### src/rtl/alu_seq_unit.sv
// Multi-cycle RV32I execute-stage ALU (ALU-imm, ALU-reg, branch compare); ALU_BARREL_SHIFT_EN selects a one-cycle barrel shifter.
// Latency 1 for non-shift ops; iterative shifts take 1 + ceil(shamt/SHIFT_STEP) cycles.
// One op in flight: in_ready only in IDLE, result held in DONE until out_ready; flush aborts.
module alu_seq_unit #(
    parameter int XLEN       = 32,
    parameter int SHIFT_STEP = 1
) (
    input  logic            clk,
    input  logic            rst,
    input  logic            in_valid,
    output logic            in_ready,
    input  logic            isALUimm,
    input  logic            isALUreg,
    input  logic            isBranch,
    input  logic [7:0]      funct3oh,
    input  logic [3:0]      funct3b,
    input  logic            br_unsigned,
    input  logic [6:0]      funct7,
    input  logic [XLEN-1:0] rs1,
    input  logic [XLEN-1:0] rs2,
    input  logic            flush,
    output logic            out_valid,
    input  logic            out_ready,
    output logic [XLEN-1:0] result,
    output logic            br_taken
);

    localparam int SHW = $clog2(XLEN);

    typedef enum logic [1:0] {IDLE, SHIFT, DONE} state_t;

    state_t            state;
    logic [XLEN-1:0]   shreg;
    logic [SHW-1:0]    cnt;
    logic              sh_left;
    logic              sh_arith;

    logic              type_ok;
    logic              alu_ok;
    logic              br_ok;
    logic              is_sub;
    logic [SHW-1:0]    shamt;
    logic              go_shift;
    logic [XLEN-1:0]   sll_res;
    logic [XLEN-1:0]   sr_res;
    logic [XLEN-1:0]   alu_res;
    logic              slt_bit;
    logic              sltu_bit;
    logic              br_eq;
    logic              br_lt;
    logic              br_res;
    logic [SHW-1:0]    step;
    logic [XLEN-1:0]   sh_sll;
    logic [XLEN-1:0]   sh_srl;
    logic [XLEN-1:0]   sh_sra;
    logic [XLEN-1:0]   sh_next;
    logic              unused_f7;

    assign unused_f7 = ^{funct7[6], funct7[4:0]};

    assign in_ready = (state == IDLE);

    // Illegal encodings fall out of these qualifiers and yield result=0, br_taken=0.
    assign type_ok = $onehot({isALUimm, isALUreg, isBranch});
    assign alu_ok  = type_ok & (isALUimm | isALUreg) & $onehot(funct3oh);
    assign br_ok   = type_ok & isBranch & $onehot(funct3b);
    assign is_sub  = isALUreg & funct7[5];
    assign shamt   = rs2[SHW-1:0];

    assign slt_bit  = $signed(rs1) < $signed(rs2);
    assign sltu_bit = rs1 < rs2;

`ifdef ALU_BARREL_SHIFT_EN
    logic [XLEN-1:0] bs_srl;
    logic [XLEN-1:0] bs_sra;
    assign bs_srl   = rs1 >> shamt;
    assign bs_sra   = $signed(rs1) >>> shamt;
    assign sll_res  = rs1 << shamt;
    assign sr_res   = funct7[5] ? bs_sra : bs_srl;
    assign go_shift = 1'b0;
`else
    // Only reached with shamt==0 here; nonzero shamts go through SHIFT.
    assign sll_res  = rs1;
    assign sr_res   = rs1;
    assign go_shift = alu_ok & (funct3oh[1] | funct3oh[5]) & (shamt != '0);
`endif

    always_comb begin
        alu_res = '0;
        if (alu_ok) begin
            if (funct3oh[0]) alu_res = is_sub ? rs1 - rs2 : rs1 + rs2;
            if (funct3oh[1]) alu_res = sll_res;
            if (funct3oh[2]) alu_res = {{(XLEN-1){1'b0}}, slt_bit};
            if (funct3oh[3]) alu_res = {{(XLEN-1){1'b0}}, sltu_bit};
            if (funct3oh[4]) alu_res = rs1 ^ rs2;
            if (funct3oh[5]) alu_res = sr_res;
            if (funct3oh[6]) alu_res = rs1 | rs2;
            if (funct3oh[7]) alu_res = rs1 & rs2;
        end
    end

    assign br_eq  = (rs1 == rs2);
    assign br_lt  = br_unsigned ? sltu_bit : slt_bit;
    assign br_res = br_ok & |(funct3b & {~br_lt, br_lt, ~br_eq, br_eq});

    // Last step may be shorter than SHIFT_STEP when shamt is not a multiple of it.
    assign step    = (cnt < SHW'(SHIFT_STEP)) ? cnt : SHW'(SHIFT_STEP);
    assign sh_sll  = shreg << step;
    assign sh_srl  = shreg >> step;
    assign sh_sra  = $signed(shreg) >>> step;
    assign sh_next = sh_left ? sh_sll : (sh_arith ? sh_sra : sh_srl);

    always_ff @(posedge clk) begin
        if (!rst) begin
            state     <= IDLE;
            out_valid <= 1'b0;
            result    <= '0;
            br_taken  <= 1'b0;
            cnt       <= '0;
            shreg     <= '0;
            sh_left   <= 1'b0;
            sh_arith  <= 1'b0;
        end else if (flush) begin
            state     <= IDLE;
            out_valid <= 1'b0;
            cnt       <= '0;
        end else begin
            case (state)
                IDLE: begin
                    if (in_valid) begin
                        if (go_shift) begin
                            state    <= SHIFT;
                            shreg    <= rs1;
                            cnt      <= shamt;
                            sh_left  <= funct3oh[1];
                            sh_arith <= funct7[5];
                        end else begin
                            state     <= DONE;
                            out_valid <= 1'b1;
                            result    <= alu_res;
                            br_taken  <= br_res;
                        end
                    end
                end
                SHIFT: begin
                    shreg <= sh_next;
                    cnt   <= cnt - step;
                    if (cnt == step) begin
                        state     <= DONE;
                        out_valid <= 1'b1;
                        result    <= sh_next;
                        br_taken  <= 1'b0;
                    end
                end
                DONE: begin
                    if (out_ready) begin
                        state     <= IDLE;
                        out_valid <= 1'b0;
                    end
                end
                default: begin
                    state     <= IDLE;
                    out_valid <= 1'b0;
                end
            endcase
        end
    end

endmodule

### config.mk
export PLATFORM = sky130hd
export DESIGN_NAME = alu_seq_unit
export DESIGN_NICKNAME = d
export VERILOG_FILES = /design/src/rtl/alu_seq_unit.sv
export SDC_FILE = /design/constraint.sdc
export NUM_CORES = 1
export LEC_CHECK = 0
export BUFFER_PORTS_ARGS = -buffer_cell sky130_fd_sc_hd__buf_2
export CELL_PAD_IN_SITES_DETAIL_PLACEMENT = 2
export CELL_PAD_IN_SITES_GLOBAL_PLACEMENT = 2
export CORE_UTILIZATION = 30
export CTS_CLUSTER_DIAMETER = 150
export DETAILED_ROUTE_END_ITERATION = 6
export GPL_ROUTABILITY_DRIVEN = 0
export PLACE_DENSITY_LB_ADDON = 0.25
export SLEW_MARGIN = 20
export SYNTH_ARGS = -nofsm -noshare
export SYNTH_HDL_FRONTEND = slang
export SYNTH_SLANG_ARGS = --single-unit
### constraint.sdc
create_clock -name clk -period 4.2 [get_ports clk]
set_input_delay 0.42 -clock clk [delete_from_list [all_inputs] [get_ports clk]]
set_output_delay 0.42 -clock clk [all_outputs]
set_load 0.02 [all_outputs]
==> flow_metrics.env <==
export IMPL_status="finished, violations left"
export IMPL_violations="negative setup slack"
export IMPL_final_util_pct=41.5
export IMPL_setup_worst_path_start_class="input port"
export IMPL_crit_fanout=8
export IMPL_powerDensity_nw_per_um2=236
export IMPL_final_cells=2003
export IMPL_final_area_um2=13200
export IMPL_synth_top_area_share_pct=15.4
export IMPL_yosysWarningCount=0
export IMPL_core_um2=31800
export IMPL_start_util_pct=30.7
export IMPL_grt_max_degree=64
export IMPL_synth_area_leaders="dfxtp_1 15%, ha_1 13%, a211oi_1 6.5%, a21oi_1 6.2%, nor2_1 6.1%"
export IMPL_period_minus_slack_ps=4620
export IMPL_ys_seq_area_share_pct=15.4
export IMPL_routed_wl_um=62200
export IMPL_nets=1764
export IMPL_ir_drop_mv=0.205
export IMPL_synth_main_ff_cell="dfxtp_1"
export IMPL_crit_start="funct3oh[3]"
export IMPL_grt_pass1_wl_um=83700
export IMPL_min_from="funct7[5]"
export IMPL_avgSynthCellArea_um2=7.00
export IMPL_yosysUniqueCellTypes=78
export IMPL_synth_seq_cells=75
export IMPL_dp_hpwl_um=41100
export IMPL_worstReg2RegEnd="result[29]"
export IMPL_clock_tree_root_cell="clkbuf_16"
export IMPL_die_y_um=182
export IMPL_drive_gt1_share_pct=27.4
export IMPL_place_area_um2=11400
export IMPL_firstDrtPassIters=5
export IMPL_fillers=3615
export IMPL_finalCritPeriodShare_pct=110
export IMPL_overflow=0
export IMPL_whs_ps=360
export IMPL_antenna_found_initial=0
export IMPL_clockPowerShare_pct=27.8
export IMPL_cts_tree="done"
export IMPL_end_kind="flip-flop"
export IMPL_io_buffers=120
export IMPL_syn_to_final_growth_pct=35.4
export IMPL_fmax_ghz=0.216
export IMPL_drv_slew=0
export IMPL_drt_iter0_drc=1242
export IMPL_syn_area_um2=9750
export IMPL_critPathTopFamily="adder cells"
export IMPL_multiInputGateArea_um2=8430
export IMPL_hold_depth=3
export IMPL_route_vias_total=12900
export IMPL_syn_nets=1596
export IMPL_hp_class="in -> reg"
export IMPL_worstMarginPinSlew_ps=1390
export IMPL_yosysTopAreaCell="dfxtp_1"
export IMPL_switchingPower_w=0.00138
export IMPL_regArea_um2=1500
export IMPL_finalPower_w=0.00312
export IMPL_cap_violations=0
export IMPL_cpPeakStageDelay_ps=530
export IMPL_max_clock_path_buffers=2
export IMPL_rsz0062_at_grt="yes"
export IMPL_swShare_pct=44.2
export IMPL_cp_slowest_cell="fa_1"
export IMPL_track_usage_pct=33.4
export IMPL_routed_via_density=6.46
export IMPL_rows=65
export IMPL_critPathRequiredTime_ps=4480
export IMPL_cp_cell_sequence="buf_2, fa_1, inv_1, fa_1, fa_1, inv_1, ha_2, inv_2, fa_2, a211oi_4, mux2i_4, nor4_2, buf_4, a21oi_4, nor2_4, buf_6, nor2b_4, buf_12, buf_16, nor2_4, nor3_1"
export IMPL_cts_buffers=9
export IMPL_drc=0
export IMPL_internal_power_w=0.00174
export IMPL_r2r_cells=11
export IMPL_reg2reg_from="cnt[2]"
export IMPL_slew_headroom_pct=6.98
export IMPL_insertion_delay_ps=380
export IMPL_path_common_cell="fa_1"
export IMPL_p_leak_nw=5.17
export IMPL_synth_async_sr_flop_share_pct=0
export IMPL_fin_skew_ps=6.76
export IMPL_dp_cells=1944
export IMPL_synth_cells=1394
export IMPL_cts_clk_slew_worst_paths_ps=70
export IMPL_reg2reg_setup_slack_ps=1070
export IMPL_cp_data_arrival_time_ps=4900
export IMPL_finalWorstSetupSlack_ps=-419
export IMPL_synth_edf_count=0
export IMPL_critPathBufInv=8
export IMPL_clock_sinks=75
export IMPL_dieArea_um2=33200
export IMPL_ant_nets=0
export IMPL_path_class="in -> reg"
export IMPL_grt_pass1_vias=13000
export IMPL_routedWlPerCell_um=31.0
export IMPL_setup_violations=70
export IMPL_pwr_share_seq_pct=24.6
export IMPL_cts_max_level=3
export IMPL_dieWidth_um=182
export IMPL_holdPathEnd="sh_arith"
export IMPL_pin_count=127
export IMPL_hold_violations=0
export IMPL_combPwrFrac_pct=47.6
## through the flow
step                setup WS (ps)  setup TNS, ps
floorplan                    -236          -1240
global placement             -431         -20760
detailed placement           -648         -32200
CTS                          -104          -1010
global route                 -494         -21030
finish                       -419         -15790
## cell usage in the layout (no fill, tap or decap), drive strengths merged, types with 10 or more instances in the layout
master,count
nand2,81
nand2b,13
nand3,28
clkbuf,13
a21oi,120
xnor2,18
o211ai,16
a31oi,21
o31ai,13
buf,248
nor2,161
nor2b,14
nor3,65
nand4,15
ha,102
o21ai,95
a211oi,85
inv,114
a2111oi,14
nor4,20
dfxtp,75
a221oi,17
mux2i,40
o22ai,10
## sequential cells by signal (all words and copies together), names as in the netlist
signal     cells
out_valid      1
cnt            5
sh_left        1
shreg         32
state          2
sh_arith       1
br_taken       1
result        32
## metal layers
metal	wire (um)	global-route usage, %	share of wire [%]
met5	0	0	0
met4	3480	15.1	5.6
met3	5030	3.63	8.1
met2	28200	54.3	45
met1	25500	44.3	41
## kinds of logic (layout without fill, tap and decap cells)
kind of cell               count (synthesis)  in the layout  share of synthesized area (%)
AOI/OAI and AO/OA                        492            492                           33.8
xor gates and xnor gates                  20             20                           1.80
adders and majority gates                110            110                           14.7
buffers and inverters                    210            382                           8.26
DFF                                       75             75                           15.4
muxes                                     42             42                           4.34
other                                      0              1                              0
and+or+nand+nor                          445            446                           21.6
## power by group through the flow
stage                     combinational [W]  sequential (W)  clock (W)
final                               0.00148        0.000768   0.000867
after global routing                0.00155        0.000769   0.000888
after CTS                           0.00128        0.000764   0.000848
after detailed placement            0.00122        0.000779          0
after global placement              0.00118        0.000779          0
after floorplan                    0.000685        0.000792          0
## final cells by class
class                           instances  area share [%]
Sequential cell                        75            11.4
Clock inverter                          6           0.483
Antenna cell                            1          0.0190
Clock buffer                           10            1.81
Inverter                              115            3.27
Multi-Input combinational cell       1110            63.8
Tap cell                              435            4.12
Timing Repair Buffer                  251            15.1
## tightest hold or removal path, delay by kind of cell
kind                   cells  cell delay [ps]
buffers and inverters      1              140
AND/OR/NAND/NOR            1               70
AO/OA/AOI/OAI              1               60
## worst max path at each step
| stage | endpoint | slack (ps) | depth (start not counted) |
|---|---|---|---|
| 2_1_floorplan | result[29] | -240 | 17 |
| 3_5_place_dp | result[15] | -650 | 15 |
| 3_3_place_gp | result[29] | -430 | 17 |
| 4_1_cts | result[5] | -100 | 18 |
| 6_report | shreg[15] | -420 | 21 |
| 5_1_grt | shreg[15] | -490 | 21 |
## synthesized netlist by cell type, types with 15 or more instances
master / number
a221oi_1: 16
nand2_1: 81
o21ai_0: 94
dfxtp_1: 75
inv_1: 112
a21oi_1: 120
o211ai_1: 16
mux2i_1: 40
nor2_1: 159
clkbuf_1: 79
ha_1: 102
xnor2_1: 18
nand4_1: 15
nor4_1: 20
nor3_1: 65
a31oi_1: 21
a211oi_1: 85
nand3_1: 28
## timing repair
| item | 4_1_cts | 5_1_grt |
|---|---|---|
| pin swaps | 18 | 78 |
| buffers inserted | 14 | 27 |
| cloned | 6 | 5 |
| gates resized for setup | 59 | 183 |
| hold buffers | 0 | 0 |
| endpoints found under the setup margin | 57 | 70 |
No activity file was read; power rests on OpenSTA's default activity.
